<file path="config.mk">
export PLATFORM = sky130hd
export DESIGN_NAME = muldiv_unit
export DESIGN_NICKNAME = d
export VERILOG_FILES = /design/src/rtl/muldiv_unit.sv
export SDC_FILE = /design/constraint.sdc
export NUM_CORES = 1
export LEC_CHECK = 0
export BUFFER_PORTS_ARGS = -buffer_cell sky130_fd_sc_hd__buf_2
export CORE_ASPECT_RATIO = 1.2
export CORE_MARGIN = 3
export CORE_UTILIZATION = 36
export DETAILED_ROUTE_END_ITERATION = 6
export PLACE_DENSITY = 0.56
export SYNTH_ARGS = -nofsm -noshare
export SYNTH_HDL_FRONTEND = slang
export SYNTH_SLANG_ARGS = --single-unit
</file>
<file path="constraint.sdc">
create_clock -name clk -period 15.1 [get_ports clk]
set_input_delay 2.265 -clock clk [delete_from_list [all_inputs] [get_ports clk]]
set_output_delay 2.265 -clock clk [all_outputs]
set_load 0.005 [all_outputs]
</file>
<file path="src/rtl/muldiv_unit.sv">
// Iterative RV32M multiply/divide unit for the EX stage.
// Shift-add multiply and restoring divide, one bit per cycle, stalling the
// pipeline until a registered result is ready.
module muldiv_unit #(
  parameter int unsigned XLEN  = 32,
  parameter int unsigned CNT_W = 6
) (
  input  logic            clk,
  input  logic            rstn,
  input  logic            start,
  input  logic [2:0]      funct3,
  input  logic [XLEN-1:0] opA,
  input  logic [XLEN-1:0] opB,
  input  logic            flush,
  output logic            busy,
  output logic            done,
  output logic [XLEN-1:0] result,
  output logic            stall_req
);

  typedef enum logic [1:0] {StIdle, StCalc, StDone} state_e;

  localparam logic [XLEN-1:0] MinNeg = {1'b1, {(XLEN-1){1'b0}}};
  localparam logic [XLEN-1:0] AllOnes = {XLEN{1'b1}};

  state_e           state_q, state_d;
  logic [CNT_W-1:0] cnt_q, cnt_d;
  logic [2:0]       f3_q, f3_d;
  logic             sa_q, sa_d, sb_q, sb_d;
  // hi: partial product high word / partial remainder
  // lo: multiplier being consumed / dividend shifting into quotient
  logic [XLEN-1:0]  hi_q, hi_d, lo_q, lo_d, b_q, b_d;
  logic [XLEN-1:0]  result_q, result_d;
  logic             done_q, done_d;

  logic             sgn_a, sgn_b, is_div, div_zero, div_ovf;
  logic [XLEN-1:0]  mag_a, mag_b;
  logic [XLEN:0]    mul_sum, div_trial;
  logic             div_ge;
  logic [XLEN-1:0]  step_hi, step_lo;
  logic [2*XLEN-1:0] prod, prod_s;
  logic [XLEN-1:0]  fin;

  // Operand decode for the instruction waiting in IDLE.
  always_comb begin
    sgn_a    = (funct3 == 3'b001) || (funct3 == 3'b010) ||
               (funct3 == 3'b100) || (funct3 == 3'b110);
    sgn_b    = (funct3 == 3'b001) || (funct3 == 3'b100) || (funct3 == 3'b110);
    mag_a    = (sgn_a && opA[XLEN-1]) ? (~opA + 1'b1) : opA;
    mag_b    = (sgn_b && opB[XLEN-1]) ? (~opB + 1'b1) : opB;
    is_div   = funct3[2];
    div_zero = is_div && (opB == '0);
    div_ovf  = is_div && !funct3[0] && (opA == MinNeg) && (opB == AllOnes);
  end

  // One iteration of the shared datapath plus the sign-corrected final result.
  always_comb begin
    mul_sum   = {1'b0, hi_q} + (lo_q[0] ? {1'b0, b_q} : '0);
    div_trial = {hi_q, lo_q[XLEN-1]};
    div_ge    = div_trial >= {1'b0, b_q};
    if (f3_q[2]) begin
      step_hi = div_ge ? XLEN'(div_trial - {1'b0, b_q}) : div_trial[XLEN-1:0];
      step_lo = {lo_q[XLEN-2:0], div_ge};
    end else begin
      step_hi = mul_sum[XLEN:1];
      step_lo = {mul_sum[0], lo_q[XLEN-1:1]};
    end
    prod   = {step_hi, step_lo};
    prod_s = (sa_q ^ sb_q) ? (~prod + 1'b1) : prod;
    if (f3_q[2]) begin
      if (f3_q[1]) fin = sa_q ? (~step_hi + 1'b1) : step_hi;
      else         fin = (sa_q ^ sb_q) ? (~step_lo + 1'b1) : step_lo;
    end else if (f3_q == 3'b000) begin
      fin = prod_s[XLEN-1:0];
    end else begin
      fin = prod_s[2*XLEN-1:XLEN];
    end
  end

  // Next-state logic; flush overrides everything and leaves result untouched.
  always_comb begin
    state_d  = state_q;
    cnt_d    = cnt_q;
    f3_d     = f3_q;
    sa_d     = sa_q;
    sb_d     = sb_q;
    hi_d     = hi_q;
    lo_d     = lo_q;
    b_d      = b_q;
    result_d = result_q;
    done_d   = 1'b0;
    unique case (state_q)
      StIdle: begin
        // done_q blocks the still-high start of the instruction just retired
        if (start && !done_q) begin
          f3_d  = funct3;
          sa_d  = sgn_a && opA[XLEN-1];
          sb_d  = sgn_b && opB[XLEN-1];
          hi_d  = '0;
          lo_d  = mag_a;
          b_d   = mag_b;
          cnt_d = '0;
          if (div_zero) begin
            result_d = funct3[1] ? opA : AllOnes;
            state_d  = StDone;
          end else if (div_ovf) begin
            result_d = funct3[1] ? '0 : MinNeg;
            state_d  = StDone;
          end else begin
            state_d = StCalc;
          end
        end
      end
      StCalc: begin
        hi_d  = step_hi;
        lo_d  = step_lo;
        cnt_d = cnt_q + CNT_W'(1);
        if (cnt_q == CNT_W'(XLEN - 1)) begin
          result_d = fin;
          state_d  = StDone;
        end
      end
      StDone: begin
        done_d  = 1'b1;
        state_d = StIdle;
      end
      default: state_d = StIdle;
    endcase
    if (flush) begin
      state_d  = StIdle;
      done_d   = 1'b0;
      result_d = result_q;
    end
  end

  // State and datapath registers with synchronous active-low reset.
  always_ff @(posedge clk) begin
    if (!rstn) begin
      state_q  <= StIdle;
      cnt_q    <= '0;
      f3_q     <= '0;
      sa_q     <= 1'b0;
      sb_q     <= 1'b0;
      hi_q     <= '0;
      lo_q     <= '0;
      b_q      <= '0;
      result_q <= '0;
      done_q   <= 1'b0;
    end else begin
      state_q  <= state_d;
      cnt_q    <= cnt_d;
      f3_q     <= f3_d;
      sa_q     <= sa_d;
      sb_q     <= sb_d;
      hi_q     <= hi_d;
      lo_q     <= lo_d;
      b_q      <= b_d;
      result_q <= result_d;
      done_q   <= done_d;
    end
  end

  // Outputs; stall drops in the done cycle so the pipeline advances once.
  always_comb begin
    busy      = (state_q != StIdle);
    done      = done_q;
    result    = result_q;
    stall_req = start & ~done_q & ~flush;
  end

endmodule

</file>
==> parameters.txt <==
Parameter                              Value

Clock network
  Clock buffer depth ... 2
  CTS resizes ... 0
  TritonCTS clock tree ... yes
  Worst-skew pair later-pin latency ... 0.47 ns
  Clock buffers created by TritonCTS ... 17
  Number of buffers inserted to repair setup after CTS ... 0
  Max H-tree Level ... 4
  Clock Sinks ... 142
  Clk pin slew, worst setup/hold paths ... 0.07 ns
  Cell chosen for the clock root ... sky130_fd_sc_hd__clkbuf_16
  Hold Buf Count CTS ... 0

Setup path
  Largest stage delay on the critical path ... 0.96 ns
  Max FO, Critical Path ... 21
  Most numerous cell on the critical path ... sky130_fd_sc_hd__or4_1
  CP delay by family, top ... simple AND/OR/NAND/NOR gates
  Critical-path cell with the highest stage delay ... sky130_fd_sc_hd__or4_1
  Reg2Reg Depth ... 21
  Worst path cell trace ... buf_2, or4_1, nor4b_1, nor4b_2, nand3_1, o211a_1, or4_1, a221oi_1, o21ai_0, a21oi_1, nor3_1
  Crit Path Class ... in -> reg
  CP Data Required Time ... 15.41 ns
  Critical path buffers and inverters ... 1
  Data arrival time of the critical path ... 6.80 ns
  Critical Path Source Type ... input pin
  Number of gates on the worst path with buffers counted ... 11
  Type of destination of the critical path ... flop

Placed design
  Placer's final routability congestion estimate ... 0.988
  Port-buffer cells ... 105
  Post-detail-place hpwl ... 52.3 mm
  Cell area after placement ... 16700 um^2

Power
  Areal power density over the cells ... 77.9 nW/um^2
  Worst vdd ir ... 0.0822 mV
  Total net switching power ... 0.549 mW
  Internal power ... 0.796 mW
  Proportion of power drawn by combinational gates ... 0.351
  Switching power share of the total ... 0.408
  Seq pwr share ... 0.310
  Leak pwr ... 6.45 nW
  Clk network pwr share ... 0.338

Job
  Count of max-cap constraint violations ... 0

Logic synthesis
  Avg Inst Size Synth ... 6.99 um^2
  Main synth FF type ... sky130_fd_sc_hd__dfxtp_1
  Number of standard cells after synthesis ... 2266
  Largest area contributor in the netlist ... sky130_fd_sc_hd__dfxtp_1
  Number of flops mapped to enable cells by yosys ... 0
  Top-area cell type share of the netlist area ... 0.179
  Count of warnings emitted by yosys ... 0
  Top cells by instance count after synthesis ... sky130_fd_sc_hd__a21oi_1 (275), sky130_fd_sc_hd__nor2_1 (240), sky130_fd_sc_hd__nand2_1 (195)
  Register bit count reported by yosys ... 142
  Post-synthesis sequential area ratio ... 0.179
  Most frequent cell after synthesis ... sky130_fd_sc_hd__a21oi_1
  Synthesized Nets ... 2409
  Post-Synthesis Cell Area ... 15800 um^2
  Distinct cell type count of the synthesized netlist ... 102
  Share of synthesized flip-flops with an asynchronous set or reset ... 0
  Synth area leaders ... sky130_fd_sc_hd__dfxtp_1 (18%), sky130_fd_sc_hd__a21oi_1 (8.7%), sky130_fd_sc_hd__nor2_1 (5.7%)

Layout
  Area occupied by registers ... 2850 um^2
  Filler instances ... 4614
  Final layout net count ... 2412
  Area overhead of the layout relative to synthesis ... 8.92%
  Post-route standard cell area excluding fillers ... 17300 um^2
  Finished Core Util ... 0.400
  Number of antenna cells inserted ... 0
  Fraction of final layout cells with drive strength greater than 1 ... 0.105
  Multi-input gate area ... 12100 um^2

GRT
  Initial antenna violation count ... 0
  Maximum number of pins on one net before global-route repair ... 88
  GR Overflow Total ... 0
  All-layer global routing usage ... 0.290
  Via count of the first global-routing pass ... 17200
  Wire length of the first global-routing pass ... 105 mm

Floorplan
  Floorplan Core Area ... 43100 um^2
  Die ar. ... 46600 um^2
  Chip width ... 198 um
  Initial standard-cell utilization of the core ... 0.368
  I/O pin cnt ... 106
  Number of placement rows ... 83
  Height of the die ... 236 um

Outcome
  Result of the run ... complete, no violations

Timing
  Tmin final ... 6.48 ns
  Clock Skews ... 0.0124 ns
  Final worst path period share ... 0.429
  Unrepaired setup endpoints after global routing ... no
  Setup_tns ... 0 ns
  Fin. Hold Viols ... 0
  Slew Viols, Final ... 0
  Worst slew pin tran ... 1.34 ns
  Maximum clock rate ... 0.154 GHz
  Relative slew margins ... 0.0968
  Final setup fails ... 0

Hold path
  Number of cells on the worst hold path ... 2
  Type of the most critical hold path ... reg -> reg

Route
  ANT nets after route ... 0
  Detailed-router iteration count before antenna repair ... 7
  Mean routed wirelength per cell ... 24.6 um
  Routed vias ... 18100
  Number of remaining DRC errors ... 0
  Number of DRC violations after detailed-routing iteration 0 ... 1670
  Total wire length after detailed routing ... 69.7 mm
  Detailed-route vias per instance ... 6.39
registers in the layout, indices dropped and copies added, names as in the netlist:
| name | cells |
|---|---|
| result | 32 |
| done | 1 |
| b_q | 32 |
| hi_q | 32 |
| f3_q | 3 |
| sa_q | 1 |
| cnt_q | 6 |
| sb_q | 1 |
| lo_q | 32 |
| state_q | 2 |
layout by cell type, fill, tap and decap left out, drive strengths merged, types with 23 or more instances in the layout:
master and n:
buf 133, nand3 77, a21o 23, xnor2 80, nor3 73, dfxtp 142
inv 80, nor4 23, o21ai 164, a211oi 54, xor2 76, or3 37
a21oi 277, o31ai 31, nor2 241, nand4 34, a31oi 46, nand2 198
and2 46, ha 70, mux2i 45, o211ai 30
routing by layer:
layer / share of wire / GRT usage / routed length (um)
met1: 0.40 / 0.363 / 27600
met2: 0.46 / 0.475 / 32300
met3: 0.073 / 0.0350 / 5070
met4: 0.067 / 0.174 / 4680
met5: 0 / 0 / 0
area by class of cell:
cell class              instances  area share
multi-input cells            1900       0.701
flip-flops and latches        142       0.165
repair buffers                133      0.0426
well taps                     552      0.0400
clock buffers                  17      0.0247
inverters                      75      0.0164
clock inverters                15      0.0102
worst reg2reg max path: stages (launching register included):
cell and delay [ns]:
sky130_fd_sc_hd__dfxtp_1 0.36, sky130_fd_sc_hd__inv_1 0.05, sky130_fd_sc_hd__ha_1 0.37, sky130_fd_sc_hd__a21oi_1 0.25, sky130_fd_sc_hd__o21ai_0 0.25, sky130_fd_sc_hd__a32oi_1 0.31, sky130_fd_sc_hd__nand3_1 0.65, sky130_fd_sc_hd__nor2_1 0.35
sky130_fd_sc_hd__nor2_1 0.15, sky130_fd_sc_hd__a21oi_1 0.24, sky130_fd_sc_hd__ha_1 0.23, sky130_fd_sc_hd__o211ai_1 0.16, sky130_fd_sc_hd__nor3_1 0.53, sky130_fd_sc_hd__nand2_1 0.20, sky130_fd_sc_hd__nor3_1 0.41, sky130_fd_sc_hd__and2_1 0.41
sky130_fd_sc_hd__nand3_1 0.24, sky130_fd_sc_hd__or2_2 0.39, sky130_fd_sc_hd__nor3_1 0.22, sky130_fd_sc_hd__mux2i_1 0.22, sky130_fd_sc_hd__nand2_1 0.07, sky130_fd_sc_hd__a31oi_1 0.12
power groups by stage:
stage	registers [mW]	logic, mW	clock network (mW)
floorplan	0.415	0.324	0
global placement	0.424	0.460	0
detailed placement	0.425	0.459	0
CTS	0.417	0.462	0.459
global route	0.420	0.511	0.471
finish	0.417	0.473	0.455
per-stage QoR:
step / instances / total power [mW] / setup WS (ns) / hold WS, ns
global route: 2834 / 1.40 / 8.11 / 0.506
CTS: 2834 / 1.34 / 8.73 / 0.486
finish: 2834 / 1.34 / 8.62 / 0.474
global placement: 2802 / 0.884 / 8.17 / 0.474
detailed placement: 2802 / 0.884 / 8.24 / 0.475
floorplan: 2266 / 0.740 / 9.72 / 0.446
kinds of logic after synthesis:
group	count (synthesis)	share of synthesized area
AND/OR/NAND/NOR	825	0.258
AO/OA/AOI/OAI	794	0.324
buffers and inverters	224	0.0601
XOR/XNOR	156	0.0862
flip-flops	142	0.179
adder cells (fa/ha/maj)	72	0.0578
multiplexers	53	0.0341
worst paths after layout:
check / slack [ns] / startpoint / endpoint
worst min register to register: 0.47 / result[23] / result[23]
worst max register to register: 8.87 / b_q[16] / result[24]
worst max-delay path: 8.62 / opA[8] / result[18]
worst min-delay path: 0.47 / result[23] / result[23]
Power figures use the tool's default switching activity.
